### src/rtl/spram_arbiter.sv
// spram_arbiter: two-port round-robin front end for a single-port RAM, clearing the RAM after reset
//
// Ports:
//   clk, rst_n            clock and asynchronous active-low reset
//   a_req/a_we/a_addr/a_wdata, a_gnt/a_rvalid  requester A access and grant/read-return flags
//   b_req/b_we/b_addr/b_wdata, b_gnt/b_rvalid  requester B, same meaning as A
//   rdata                 shared read-return data, zero when neither rvalid is set
//   init_done             RAM clear finished, arbitration running
//   ram_we/ram_addr/ram_data  command to the RAM
//   ram_out               registered RAM read data, one cycle after the address
module spram_arbiter #(
    parameter int ADDR_WIDTH = 11,
    parameter int DATA_WIDTH = 36
) (
    input  logic                  clk,
    input  logic                  rst_n,
    input  logic                  a_req,
    input  logic                  a_we,
    input  logic [ADDR_WIDTH-1:0] a_addr,
    input  logic [DATA_WIDTH-1:0] a_wdata,
    output logic                  a_gnt,
    output logic                  a_rvalid,
    input  logic                  b_req,
    input  logic                  b_we,
    input  logic [ADDR_WIDTH-1:0] b_addr,
    input  logic [DATA_WIDTH-1:0] b_wdata,
    output logic                  b_gnt,
    output logic                  b_rvalid,
    output logic [DATA_WIDTH-1:0] rdata,
    output logic                  init_done,
    output logic                  ram_we,
    output logic [ADDR_WIDTH-1:0] ram_addr,
    output logic [DATA_WIDTH-1:0] ram_data,
    input  logic [DATA_WIDTH-1:0] ram_out
);
    typedef enum logic {INIT, RUN} state_t;
    state_t                state_q;
    logic [ADDR_WIDTH-1:0] clr_cnt_q;
    logic                  last_b_q;
    logic                  a_rvalid_q;
    logic                  b_rvalid_q;
    logic                  run;
    assign run       = state_q == RUN;
    assign init_done = run;
    // on conflict the side that did not win last time gets the RAM
    assign a_gnt     = run & a_req & (~b_req | last_b_q);
    assign b_gnt     = run & b_req & (~a_req | ~last_b_q);
    assign ram_we    = !run ? 1'b1 : a_gnt ? a_we : b_gnt & b_we;
    assign ram_addr  = !run ? clr_cnt_q : a_gnt ? a_addr : b_gnt ? b_addr : '0;
    assign ram_data  = !run ? '0 : a_gnt ? a_wdata : b_gnt ? b_wdata : '0;
    assign a_rvalid  = a_rvalid_q;
    assign b_rvalid  = b_rvalid_q;
    assign rdata     = (a_rvalid_q | b_rvalid_q) ? ram_out : '0;
    always_ff @(posedge clk or negedge rst_n) begin
        if (!rst_n) begin
            state_q    <= INIT;
            clr_cnt_q  <= '0;
            last_b_q   <= 1'b1;
            a_rvalid_q <= 1'b0;
            b_rvalid_q <= 1'b0;
        end else begin
            // the counter parks on the last address rather than wrapping
            if (!run) begin
                if (&clr_cnt_q) state_q <= RUN;
                else clr_cnt_q <= clr_cnt_q + 1'b1;
            end
            if (a_gnt | b_gnt) last_b_q <= b_gnt;
            a_rvalid_q <= a_gnt & ~a_we;
            b_rvalid_q <= b_gnt & ~b_we;
        end
    end
endmodule

### config.mk
export PLATFORM = sky130hd
export DESIGN_NAME = spram_arbiter
export DESIGN_NICKNAME = d
export VERILOG_FILES = /design/src/rtl/spram_arbiter.sv
export SDC_FILE = /design/constraint.sdc
export NUM_CORES = 1
export LEC_CHECK = 0
export CORE_MARGIN = 5
export CORE_UTILIZATION = 25
export CTS_CLUSTER_SIZE = 20
export DETAILED_ROUTE_END_ITERATION = 8
export GPL_TIMING_DRIVEN = 0
export MAX_ROUTING_LAYER = met4
export PLACE_DENSITY_LB_ADDON = 0.3
export SETUP_SLACK_MARGIN = 0.1
export SYNTH_ARGS = -nofsm -noshare
export SYNTH_HDL_FRONTEND = slang
export SYNTH_SLANG_ARGS = --single-unit
### constraint.sdc
create_clock -name clk -period 3.1 [get_ports clk]
set_clock_uncertainty 0.05 [all_clocks]
set_input_delay 0.31 -clock clk [delete_from_list [all_inputs] [get_ports clk]]
set_output_delay 0.31 -clock clk [all_outputs]
set_load 0.01 [all_outputs]
==> metrics.yaml, run 1 <==
dr.pass1.iters: 4
first_iter_violations: 45
crit_type: "register to output port"
final_max_slew_viol_count: 0
synth-main-ff-cell: "dfrtp_1"
cts_setup_buffers: 0
drt_wl_total_um: 10200
finalSetupViolCount: 0
synth_most_common_cell: "nor2b_1"
start_util: 0.255
h-tree-depth: 1
end_kind: "output port"
clk_pin_slew_ns: 0.07
status: "finished clean"
grt_max_degree: 16
cts.sinks: 15
dp_hpwl_um: 8690
core_region_area_mm2: 0.00585
die_w_um: 87.3
max_freq_ghz: 0.369
netlist_instances: 180
synthTopCellsByArea: "dfrtp_1 23%, a22o_1 21%, nor2b_1 15%"
fin_crit_sh: 0.875
die_h_um: 87.3
grt_usage: 0.253
nNetsFinal: 546
ys_types: 34
place_area_mm2: 0.00383
syn_to_final_growth_pct: 160
rows: 28
clkLatencyLatePin_ns: 0.25
globalRoute.totalOverflow: 0
yosys.area.top_type: "dfrtp_1"
clockRootBuffer: "clkbuf_8"
cellPowerDensity_mw_per_mm2: 140
seq_area_frac_synth: 0.252
routed_via_density: 4.79
power_leakage_uw: 0.00149
synth_edf_count: 0
drv_cap: 0
syn_avg_cell_area_um2: 8.30
ios: 225
worst-path-max-fanout: 10
yosys_register_bits: 15
design_area_mm2: 0.00388
tightest_slew_ns: 0.689
dieArea_mm2: 0.00762
synth_commonest_cells: "37 x nor2b_1, 36 x a22o_1, 14 x dfrtp_1, 14 x o21ai_0, 12 x inv_1"
required_ns: 2.74
antenna_found_initial: 1
period_minus_slack_ns: 2.71
hold_buffers: 0
final.setup.tns_ns: 0
place_congestion: 0.834
cts_tree: "yes"
reg2reg_depth: 5
synthesis.nets: 317
netlist.area_leader.share: 0.235
drive_gt1_frac: 0.0588
drc: 0
wl_per_cell_um: 21.0
ir_drop_mv: 0.128
hold_violations: 0
cts_made_buffers: 3
cp-start-kind: "register"
async_flop_share: 1.00
crit_arrival_ns: 2.35
postRouteAntennaNets: 0
grt_pass1_vias: 2313
vias: 2324
hold_path_class: "primary input to asynchronous set/reset pin"
grt_setup_unrepaired: "false"
synth.cell_area_mm2: 0.00149
relSlewSlack: 0.539
ys_warn_count: 0
cts_resized: 0
grt_pass1_wl_um: 13900
ctsLongestPathBuffers: 2
io_buffers: 224
==> sequential cells by signal, indices dropped and copies added, names as in the netlist <==
signal and flops:
a_rvalid 1, b_rvalid 1, clr_cnt_q 11, init_done 1
last_b_q 1
==> power by group <==
group	switching (uW)	leakage [uW]	total (uW)	internal [uW]
clock network	75.7	0.0000217	166	90.4
registers	0	0.000191	196	196
logic	28.6	0.00128	182	154
==> final timing paths <==
path                                           from                  endpoint  slack (ns)
max                             init_done$_DFF_PN0_               ram_addr[9]        0.39
max reg2reg                clr_cnt_q[1]$_DFFE_PN0P_  clr_cnt_q[1]$_DFFE_PN0P_        1.39
min                                           rst_n  clr_cnt_q[5]$_DFFE_PN0P_        0.42
max in group asynchronous                     rst_n        a_rvalid$_DFF_PN0_        2.14
min reg2reg                    last_b_q$_DFFE_PN1P_      last_b_q$_DFFE_PN1P_        0.46
min in group clk               last_b_q$_DFFE_PN1P_      last_b_q$_DFFE_PN1P_        0.46
==> cell usage in the layout, fill, tap and decap left out, drive strengths merged <==
cell type,instances
a21oi,5
dfrtp,14
o21ai,15
nor2b,38
nor3,1
clkdlybuf4s50,224
mux2i,1
clkbuf,7
a22oi,10
o21a,1
nand2,4
a22o,36
nand3b,1
a31oi,3
diode,2
ha,1
and2,2
inv,12
dfstp,1
clkinvlp,1
xnor2,4
nor4,1
nor2,2
buf,10
and3,1
nand3,3
mux2,1
a221o,1
and2b,3
and4,2
nand4,3
==> per-stage QoR <==
stage               hold slack, ns   util  power [uW]  cells  worst slack (ns)
floorplan                  -0.0356      -         207    180              1.50
global placement             0.429  0.655         377    479             0.413
detailed placement           0.454  0.655         380    479             0.455
CTS                          0.446  0.663         547    483             0.377
global route                 0.481  0.663         564    484             0.218
finish                       0.420  0.664         544    485             0.389
==> routing by layer <==
metal | up-vias | GRT usage | share of wire
met4 | 0 | 0.0349 | 0.0063
li1 | 1124 | - | -
met3 | 8 | 0.170 | 0.17
met1 | 1057 | 0.288 | 0.38
met2 | 135 | 0.377 | 0.45
met5 | - | - | 0
==> cell type report <==
type,instances,area (um2)
sequential,15,377
buffer,14,65.1
clock buffer,3,41.3
tap,75,93.8
fill,507,1970
clock inverter,1,7.51
timing repair buffer,224,2240
multi-input combinational,139,1010
inverter,12,45.0
antenna,2,5.00
==> critical path, cell delays in order (launching register included) <==
cell             delay [ns]
dfrtp_1                0.56
nand2_1                0.13
a21oi_2                0.23
buf_2                  0.30
a22oi_1                0.12
o21ai_0                0.14
clkdlybuf4s50_1        0.61
==> cell families after synthesis <==
group	synth area share
AO/OA/AOI/OAI	0.358
XOR/XNOR	0.0234
adder cells (fa/ha/maj)	0.00837
buffers and inverters	0.0737
flip-flops	0.252
multiplexers	0.0167
AND/OR/NAND/NOR	0.267
Note: power is estimated with default switching activity, not from simulation.
==> run 2: changes to the inputs <==
--- a/config.mk
+++ b/config.mk
@@ -5,10 +5,11 @@
 export SDC_FILE = /design/constraint.sdc
 export NUM_CORES = 1
 export LEC_CHECK = 0
-export CORE_MARGIN = 5
-export CORE_UTILIZATION = 25
+export ABC_AREA = 1
+export CORE_AREA = 2 2 87 89
 export CTS_CLUSTER_SIZE = 20
 export DETAILED_ROUTE_END_ITERATION = 8
+export DIE_AREA = 0 0 89 91
 export GPL_TIMING_DRIVEN = 0
 export MAX_ROUTING_LAYER = met4
 export PLACE_DENSITY_LB_ADDON = 0.3
==> run 2 against run 1 <==
Compared with the run above: wire length is 11% lower; critical path type is now primary input to output port; design area is 5.4% higher; sequential share of layout area is 0.50 points lower; sequential power hardly changed; worst setup slack better by 0.21 ns; synthesized cell count is 51% higher; sequential cell count stayed put; critical path depth is 1 higher; power is 0.42% higher.
==> metrics.yaml, run 2 <==
crit_arrival_ns: 2.14  # -0.21 ns
netlist_instances: 271  # +51%
cp-start-kind: "primary input"
cts_tree: "yes"
r2r_slack_ns: 1.64  # +0.25 ns
hold_buffers: 0  # unchanged
diodes: 0  # -2
fin_crit_sh: 0.808  # -0.0668
ir_drop_mv: 0.107  # -16%
core_region_area_mm2: 0.00714  # +22%
vias: 2599  # +12%
cts_made_buffers: 3  # unchanged
synthXorXnorAreaFrac: 0.0156  # -0.00783
synth_edf_count: 0  # unchanged
yosys.area.top_type: "dfrtp_1"
drive_gt1_frac: 0.0581  # -0.000707
cpPeakStageDelay_ns: 0.59  # -0.02 ns
layout_commonest_cell: "clkdlybuf4s50_1"
drt_wl_total_um: 9090  # -11%
synth_top_family_by_area: "simple AND/OR/NAND/NOR gates"
synth-compound-area-share: 0.232  # -0.126
yosys_register_bits: 15  # unchanged
drv_cap: 0  # unchanged
die_h_um: 91  # +4.2%
h-tree-depth: 1  # unchanged
relSlewSlack: 0.548  # +0.00844
io_buffers: 224  # unchanged
routed_via_density: 4.35  # -9.3%
max_freq_ghz: 0.399  # +8.3%
final_max_slew_viol_count: 0  # unchanged
antenna_found_initial: 0  # -1
netlist.area_leader.share: 0.208  # -0.0262
worst-path-max-fanout: 10  # unchanged
ctsLongestPathBuffers: 2  # unchanged
clk_pin_slew_ns: 0.06  # about the same
ys_types: 25  # -26%
nNetsFinal: 637  # +17%
crit_slowest_cell: "clkdlybuf4s50_1"
cts.sinks: 15  # unchanged
synthSimpleGateAreaFrac: 0.351  # +0.0840
synthesis.nets: 408  # +29%
syn_avg_cell_area_um2: 6.21  # -25%
synth_commonest_cells: "74 x nand2_1, 50 x inv_1, 46 x nor2_1, 36 x a22o_1, 14 x dfrtp_1"
worstPathCellList: "clkdlybuf4s50_1 > nand2_1 > a21oi_2 > buf_2 > nand2_1 > nand3_1 > clkdlybuf4s50_1"
tightest_slew_ns: 0.676  # -0.0126 ns
end_kind: "output port"
hold_violations: 0  # unchanged
clkLatencyLatePin_ns: 0.25  # about the same
grt_setup_unrepaired: "false"
hold_path_class: "primary input to asynchronous set/reset pin"
place_congestion: 0.861  # +3.2%
power.total_uw: 546  # +0.42%
grt_pass1_vias: 2567  # +11%
ios: 225  # unchanged
start_util: 0.236  # -0.0197
place_area_mm2: 0.00405  # +5.7%
clockRootBuffer: "clkbuf_8"
seq_area_frac_synth: 0.224  # -0.0281
ys_warn_count: 0  # unchanged
final_cell_mix: "224 x clkdlybuf4s50_1, 74 x nand2_1, 50 x inv_1, 46 x nor2_1, 36 x a22o_1"
synth_mux_area_frac: 0  # -0.0168
synthTopCellsByArea: "dfrtp_1 21%, a22o_1 19%, nand2_1 17%"
required_ns: 2.74  # about the same
dr.pass1.iters: 4  # unchanged
cts_resized: 0  # unchanged
regMostFlops: "clr_cnt_q"
status: "finished clean"
largest_register_ffs: 11  # unchanged
yosys.area_share.adder: 0.00744  # -0.000935
drc: 0  # unchanged
die_w_um: 89  # +1.9%
cellPowerDensity_mw_per_mm2: 133  # -4.7%
globalRoute.totalOverflow: 0  # unchanged
cts_setup_buffers: 0  # unchanged
rows: 31  # +11%
dp_hpwl_um: 7770  # -11%
crit_type: "primary input to output port"
reg2reg_from: "clr_cnt_q[1]$_DFFE_PN0P_"
wl_per_cell_um: 15.2  # -28%
syn_to_final_growth_pct: 143
period_minus_slack_ns: 2.50  # -0.207 ns
finalSetupViolCount: 0  # unchanged
async_flop_share: 1.00  # unchanged
synth.cell_area_mm2: 0.00168  # +13%
dieArea_mm2: 0.00810  # +6.3%
grt_max_degree: 16  # unchanged
final.setup.tns_ns: 0  # unchanged
grt_pass1_wl_um: 13300  # -4.1%
power_leakage_uw: 0.00181  # +22%
postRouteAntennaNets: 0  # unchanged
synth_most_common_cell: "nand2_1"
fin_util: 0.574  # -0.0902
first_iter_violations: 50  # +11%
design_area_mm2: 0.00409  # +5.4%
grt_usage: 0.218  # -0.0346
timing.critical_path.from: "b_req"
synth-main-ff-cell: "dfrtp_1"
## run 2: cell types whose count changed after synthesis, sizes merged, moves of 4 or more
cell	change
a21oi	-4
o211ai	+7
inv	+41
o21ai	-13
a22oi	-10
nor2	+47
nand3	+10
nand2	+72
nor2b	-38
## run 2: worst paths after layout
check                                      endpoint  depth (start not counted)
setup / recovery                             ram_we                          7
hold / removal             clr_cnt_q[8]$_DFFE_PN0P_                          1
setup reg to reg           clr_cnt_q[3]$_DFFE_PN0P_                          8
hold reg to reg            clr_cnt_q[9]$_DFFE_PN0P_                          2
max in group asynchronous  clr_cnt_q[3]$_DFFE_PN0P_                          1
min in group clk           clr_cnt_q[9]$_DFFE_PN0P_                          2
## run 2: cells by family (layout without fill, tap and decap cells)
group                      count (synthesis)  count (layout)
AOI/OAI and AO/OA                         46              46
xor gates and xnor gates                   3               3
adders and majority gates                  1               1
buffers and inverters                     67             295
DFF                                       15              15
and+or+nand+nor                          139             139
## run 2: layout make-up
type                       instances  area, um2
clock buffer                       3       41.3
fill                             696       3040
tap                               99        124
inverter                          53        204
clock inverter                     1       5.00
multi-input combinational        189       1020
sequential                        15        377
buffer                            14       81.3
timing repair buffer             224       2240
## run 2: routing by layer
metal	share of wire	routed length (um)	vias to the layer above	GRT usage
met4	0.0077	70	0	0.0323
met3	0.15	1410	8	0.124
li1	-	-	1311	-
met2	0.46	4200	123	0.353
met1	0.38	3410	1157	0.239
met5	0	0	-	-
## run 2: where the power goes
part           leakage, uW  total [uW]  internal, uW  switching [uW]
clock network    0.0000255         164          89.2            75.2
logic              0.00160         186           151            35.4
registers         0.000192         196           196               0
total              0.00181         546           436             111
## run 2: worst max-delay path, delay by kind of cell
| kind | cells | cell delay [ns] |
|---|---|---|
| AOI/OAI and AO/OA | 1 | 0.22 |
| buffers and inverters | 3 | 1.38 |
| and+or+nand+nor | 3 | 0.22 |
## run 2: stage by stage
| stage | instances | hold slack (ns) | setup slack (ns) |
|---|---|---|---|
| floorplan | 271 | -0.0356 | 1.58 |
| global placement | 594 | 0.425 | 0.618 |
| detailed placement | 594 | 0.442 | 0.582 |
| CTS | 598 | 0.442 | 0.561 |
| global route | 598 | 0.478 | 0.443 |
| finish | 598 | 0.418 | 0.596 |
